`src/rtl/router_chk_timeout.sv`:
```
// Per-channel read timeout: counts stalled cycles, pulses once when the limit is reached.
module router_chk_timeout #(
  parameter int unsigned TIMEOUT = 30
) (
  input  logic clock,
  input  logic resetn,
  input  logic valid_i,
  input  logic read_i,
  output logic expire_c_o
);
  localparam int unsigned CNT_W = $clog2(TIMEOUT + 1);

  logic [CNT_W-1:0] cnt_q, cnt_d;
  logic             stall_c;

  assign stall_c = valid_i & ~read_i;

  // Count saturates at the limit so the pulse fires only once per stall episode.
  always_comb begin
    cnt_d      = cnt_q;
    expire_c_o = 1'b0;
    if (!stall_c) begin
      cnt_d = '0;
    end else if (cnt_q != CNT_W'(TIMEOUT)) begin
      cnt_d      = cnt_q + CNT_W'(1);
      expire_c_o = (cnt_q == CNT_W'(TIMEOUT - 1));
    end
  end

  always_ff @(posedge clock or negedge resetn) begin
    if (!resetn) cnt_q <= '0;
    else         cnt_q <= cnt_d;
  end
endmodule

```
`config.mk`:
```
export PLATFORM = sky130hd
export DESIGN_NAME = router_chk_timeout
export DESIGN_NICKNAME = d
export VERILOG_FILES = /design/src/rtl/router_chk_timeout.sv
export SDC_FILE = /design/constraint.sdc
export NUM_CORES = 1
export LEC_CHECK = 0
export CAP_MARGIN = 20
export CORE_AREA = 2 2 39 41
export CTS_CLUSTER_DIAMETER = 100
export DETAILED_ROUTE_END_ITERATION = 6
export DIE_AREA = 0 0 41 43
export GPL_TIMING_DRIVEN = 1
export HOLD_SLACK_MARGIN = 0.02
export SYNTH_ARGS = -nofsm -noshare
export SYNTH_HDL_FRONTEND = slang
export SYNTH_SLANG_ARGS = --single-unit
```
`constraint.sdc`:
```
create_clock -name clock -period 3.3 [get_ports clock]
set_clock_uncertainty 0.15 [all_clocks]
set_input_delay 0.495 -clock clock [delete_from_list [all_inputs] [get_ports clock]]
set_output_delay 0.495 -clock clock [all_outputs]
set_load 0.02 [all_outputs]
```
Yosys cells after proc, flatten, opt, wreduce, memory -nomap -nowiden:

Index checks and enable logic that the tools add are counted.

* $add $sub $neg: 1
* equal/unequal tests: 3
* mux-type cells: 4
* bitwise operators: 2

Operators by type and width (count)
* 2-to-1 mux 5 bit: 2
* adder 5 x 1 -> 5 bit, second input constant: 1
* equality test 5 bit, second input constant: 1
* != test 5 bit, second input constant: 1
* 2-to-1 mux 1 bit: 2
* != test 2 x 1 -> 1 bit, second input constant: 1
* bitwise AND 1 bit: 1
* NOT 1 bit: 1

* bits in registers: 5
* output and inout port bits: 1
* word-level logic and storage cells: 11

Depth between registers and ports, before layout:

* depth after elaboration: 3
* mapped depth: 5
* gate-level depth less buffers: 5

Worst setup path before layout:

No wires, ideal clock.

* kind: reg2out
* start: reg cnt_q[0]
* end: out expire_c_o
* arrival time: 1.311 ns
* slack: 1.344 ns
* cell stages (with the launch flop): 5
* path buffers: 0
* cell sequence: dfrtp_1 -> inv_1 -> ha_1 -> nand3b_1 -> nor3_1

* cells in the longest elaborated chain, start to end: 3
* elaborated cells on any way between the ends: 4
* those cells by class: eq/ne: 2; mux: 2

RTL lines
* from (decl): RTL line 13 `logic [CNT_W-1:0] cnt_q, cnt_d;`
* from (signal assigned): RTL line 32 `else cnt_q <= cnt_d;`
* equality test 5 bit / != test 5 bit (equally long branches): RTL line 26, 24
* 2-to-1 mux 1 bit *: RTL line 24 `end else if (cnt_q != CNT_W'(TIMEOUT)) begin`
* 2-to-1 mux 1 bit *: RTL line 22 `if (!stall_c) begin`
* to (decl): RTL line 9 `output logic expire_c_o`

Mark *: on every way between the ends. The rest lies on a longest branch, timed or not.

Worst setup path after layout:

* start: in read_i
* end: out expire_c_o

* cells in the longest elaborated chain, start to end: 3

RTL lines
* from (decl): RTL line 8 `input logic read_i,`
* NOT 1 bit: RTL line 16 `assign stall_c = valid_i & ~read_i;`
* bitwise AND 1 bit: RTL line 16
* 2-to-1 mux 1 bit: RTL line 22

Every way passes these cells.

==> summary.md <==
| Metric | Value |
|---|---|
| Top cell by count, worst path | `sky130_fd_sc_hd__clkdlybuf4s50_1` |
| Cell family with most CP delay | `buffers and inverters` |
| F_max | `383 MHz` |
| CTS Hold Buffers Added | `0` |
| Antenna Cells | `0` |
| Startpoint Class | `input port` |
| DRC violation count after routing | `0` |
| Non-filler cells, final | `between 50 and 60` |
| Average instance area after synthesis | `9.61 sq um` |
| Distinct cell type count after synthesis | `16` |
| Max FFs per register | `5` |
| Area of the die | `about 0.0018 sq mm` |
| Routed length per placed instance | `just under 10 um` |
| Biggest area consumer among synthesized cells | `sky130_fd_sc_hd__dfrtp_1` |
| Final GP Congestion | `~0.74` |
| Total GRT Usage | `around 8.4%` |
| Largest regs | `cnt_q (5)` |
| Initial antenna violation count | `0` |
| Critical-path top delay cell | `sky130_fd_sc_hd__clkdlybuf4s50_1` |
| WS Path Type | `input port to primary output` |
| Highest cell delay on the worst timing path | `0.63 ns` |
| Final core occ | `~27%` |
| Slew of the pin with the lowest slew margin | `between 0.2 and 0.3 ns` |
| Worst hold-check path type | `input port to asynchronous set/reset pin` |
| Setup repair after global routing missed its margin | `false` |
| CTS Sinks | `5` |
| Number of synthesized flops with an enable pin | `0` |
| Drt pass-1 iters | `4` |
| Met1 usage | `11.1%` |
| Clock latency reported for the late side of the worst-skew pair | `about 0.24 ns` |
| Run status | `finished clean` |
| Post-CTS setup-driven buffer insertion count | `0` |
| Nets in the synthesized netlist | `38` |
| Pin count of the biggest net entering global routing | `9` |
| Final hold vios | `0` |
| R2R setup slack | `between 1.5 and 2 ns` |
| Via total after detailed routing | `238` |
| Worst setup slack after placement | `about 0.69 ns` |
| Remaining antenna violation count after routing | `0` |
| Clock slew seen by the registers of the worst setup and hold paths | `about 0.040 ns` |
| Post-layout min period | `about 2.6 ns` |
| Largest register by flop count | `cnt_q` |
| Most frequent cells after synthesis | `sky130_fd_sc_hd__dfrtp_1 (5), sky130_fd_sc_hd__a31oi_1 (3), sky130_fd_sc_hd__ha_1 (3), sky130_fd_sc_hd__nand2_1 (3), sky130_fd_sc_hd__nor3_1 (3)` |
| Number of port buffers | `4` |
| Number of gates resized after CTS | `0` |
| Fraction of layout cells with a size suffix above 1 | `10.5%` |
| Share of synthesized area occupied by flip-flops and latches | `a little over two fifths` |
| Global-route track usage on met2 | `9.69%` |
| Pwr dens | `about 380 mW/mm^2` |
| Clock H-tree levels | `1` |
| Initial Util | `21.5%` |
| Relative slew slack | `82.3%` |
| CTS tree | `built` |
| Post-synth top flop | `sky130_fd_sc_hd__dfrtp_1` |
| Data arrival time of the critical path | `~2.0 ns` |
| Most used routing layer | `met1` |
| Worst setup margin | `around 0.69 ns` |
| Number of pins with negative max-slew slack in the final report | `0` |
| Area of the core | `approximately 0.0014 sq mm` |
| Synthesized flop and latch total | `5` |
| First-iteration detailed-routing DRC count | `4` |
| Clock buffer count from CTS | `3` |
| Largest fanout of any net on the critical path | `6` |
| Fin area | `around 380 sq um` |
| Leakage dissipation | `roughly 0.16 nW` |
| Overflow left after global routing | `0` |
| Yosys warns | `0` |
| Worst slack on hold paths | `0.330 ns` |
| Portion of the clock cycle consumed by the worst path in the final layout | `between 70% and 80%` |
| Req. time, crit path | `~2.7 ns` |
| Via count of the first global-routing pass | `between 200 and 250` |
| Global-route wire length before repair | `931 um` |
| Die span in y | `about 43 um` |
| Layout-stage area growth over the synthesis result | `27.3%` |
| Fraction of registers with async set or reset after synthesis | `100%` |
| Buffers and inverters on the worst path | `2` |
| Met3 usage | `3.14%` |
| Setup-failing EPs final | `0` |
| Fraction of synthesized cell area taken by the top area cell type | `a little over two fifths` |
| Total area of sequential cells | `approximately 130 sq um` |
| Per-cell via count in the routed design | `~4.4` |
| Power Total | `~0.14 mW` |
| Kind of end point of the critical path | `primary output` |
| Post-placement cell count | `50` |
| Final #Nets | `46` |
| Clk Tree Root Cell | `sky130_fd_sc_hd__clkbuf_4` |
| Count of boundary I/O pins | `5` |
| CTS max path bufs | `2` |
| Maximum ir drop on the vdd rail | `approximately 0.18 mV` |
| Number of max-capacitance violations reported | `0` |
| Cell area after synthesis | `298 sq um` |
| Number of fill cells in the layout | `147` |
| Critical-path cell list | `clkdlybuf4s50_1, nand2b_1, nor3_1, clkdlybuf4s50_1` |
| Std cell rows | `14` |
| Final-layout setup total negative slack | `0 ns` |
| Leading cell type by number of instances after synthesis | `sky130_fd_sc_hd__dfrtp_1` |
| Number of instances in the synthesized netlist | `31` |
| Half-perimeter wire length of the detailed placement result | `roughly 390 um` |
| Horizontal die dimension | `approximately 41 um` |
| WL final | `approximately 520 um` |
| Multi-input logic area | `160 sq um` |
| Placed standard-cell area | `between 300 and 400 sq um` |
| Synth top area cells | `sky130_fd_sc_hd__dfrtp_1 (42%), sky130_fd_sc_hd__ha_1 (13%), sky130_fd_sc_hd__a31oi_1 (6.3%), sky130_fd_sc_hd__nor3_1 (5.0%), sky130_fd_sc_hd__a211oi_1 (5.0%)` |
==> area by class of cell <==
type,count,share of cell area (%)
Multi-Input combinational cell,23,42.2
Inverter,2,1.98
Timing Repair Buffer,4,10.6
Sequential cell,5,33.0
Clock buffer,4,6.93
Tap cell,16,5.28
==> worst reg2reg max path, cell delays in order, from the launching register on <==
cell                       delay, ns
sky130_fd_sc_hd__dfrtp_1        0.44
sky130_fd_sc_hd__inv_1          0.08
sky130_fd_sc_hd__ha_1           0.21
sky130_fd_sc_hd__nand4_2        0.16
sky130_fd_sc_hd__a211oi_1       0.26
==> final timing paths <==
kind,cells past startpoint,to,from
setup / recovery,4,expire_c_o,read_i
hold / removal,1,cnt_q[3],resetn
setup reg to reg,4,cnt_q[1],cnt_q[0]
hold reg to reg,2,cnt_q[1],cnt_q[1]
max in group asynchronous,1,cnt_q[0],resetn
min in group clock,2,cnt_q[1],cnt_q[1]
==> metal layers <==
layer	wire length [um]	share of wire (%)	vias up
li1	-	-	127
met1	251	48	98
met2	218	42	11
met3	29	5.6	2
met4	21	4.0	0
met5	0	0	-
==> cell families (layout without fill, tap and decap cells) <==
group	Yosys count	after routing	share of synthesized area [%]
AO/OA/AOI/OAI	6	6	13.9
adder cells (fa/ha/maj)	3	3	12.6
XOR/XNOR	1	1	2.94
AND/OR/NAND/NOR	13	13	24.4
flip-flops	5	5	42.0
buffers and inverters	3	10	4.20
==> cell usage in the layout, fill, tap and decap left out <==
master,synthesis,routed
sky130_fd_sc_hd__a211oi_1,2,2
sky130_fd_sc_hd__a31oi_1,3,3
sky130_fd_sc_hd__clkbuf_1,0,1
sky130_fd_sc_hd__clkbuf_4,0,3
sky130_fd_sc_hd__clkdlybuf4s50_1,0,4
sky130_fd_sc_hd__dfrtp_1,5,5
sky130_fd_sc_hd__ha_1,3,3
sky130_fd_sc_hd__inv_1,2,2
sky130_fd_sc_hd__nand2_1,3,3
sky130_fd_sc_hd__nand2b_1,1,1
sky130_fd_sc_hd__nand3_1,1,1
sky130_fd_sc_hd__nand3b_1,1,1
sky130_fd_sc_hd__nand4_2,1,1
sky130_fd_sc_hd__nor2_1,2,2
sky130_fd_sc_hd__nor3_1,3,3
sky130_fd_sc_hd__nor3b_1,1,1
sky130_fd_sc_hd__o21bai_1,1,1
sky130_fd_sc_hd__xnor2_1,1,1
==> where the power goes <==
group	internal [mW]	switching (mW)	total, mW
clock	0.0457	0.0245	0.0702
sequential	0.0627	0.00197	0.0647
combinational	0.00550	0.00421	0.00971
total	0.114	0.0307	0.145
No activity file was read; power rests on OpenSTA's default activity.
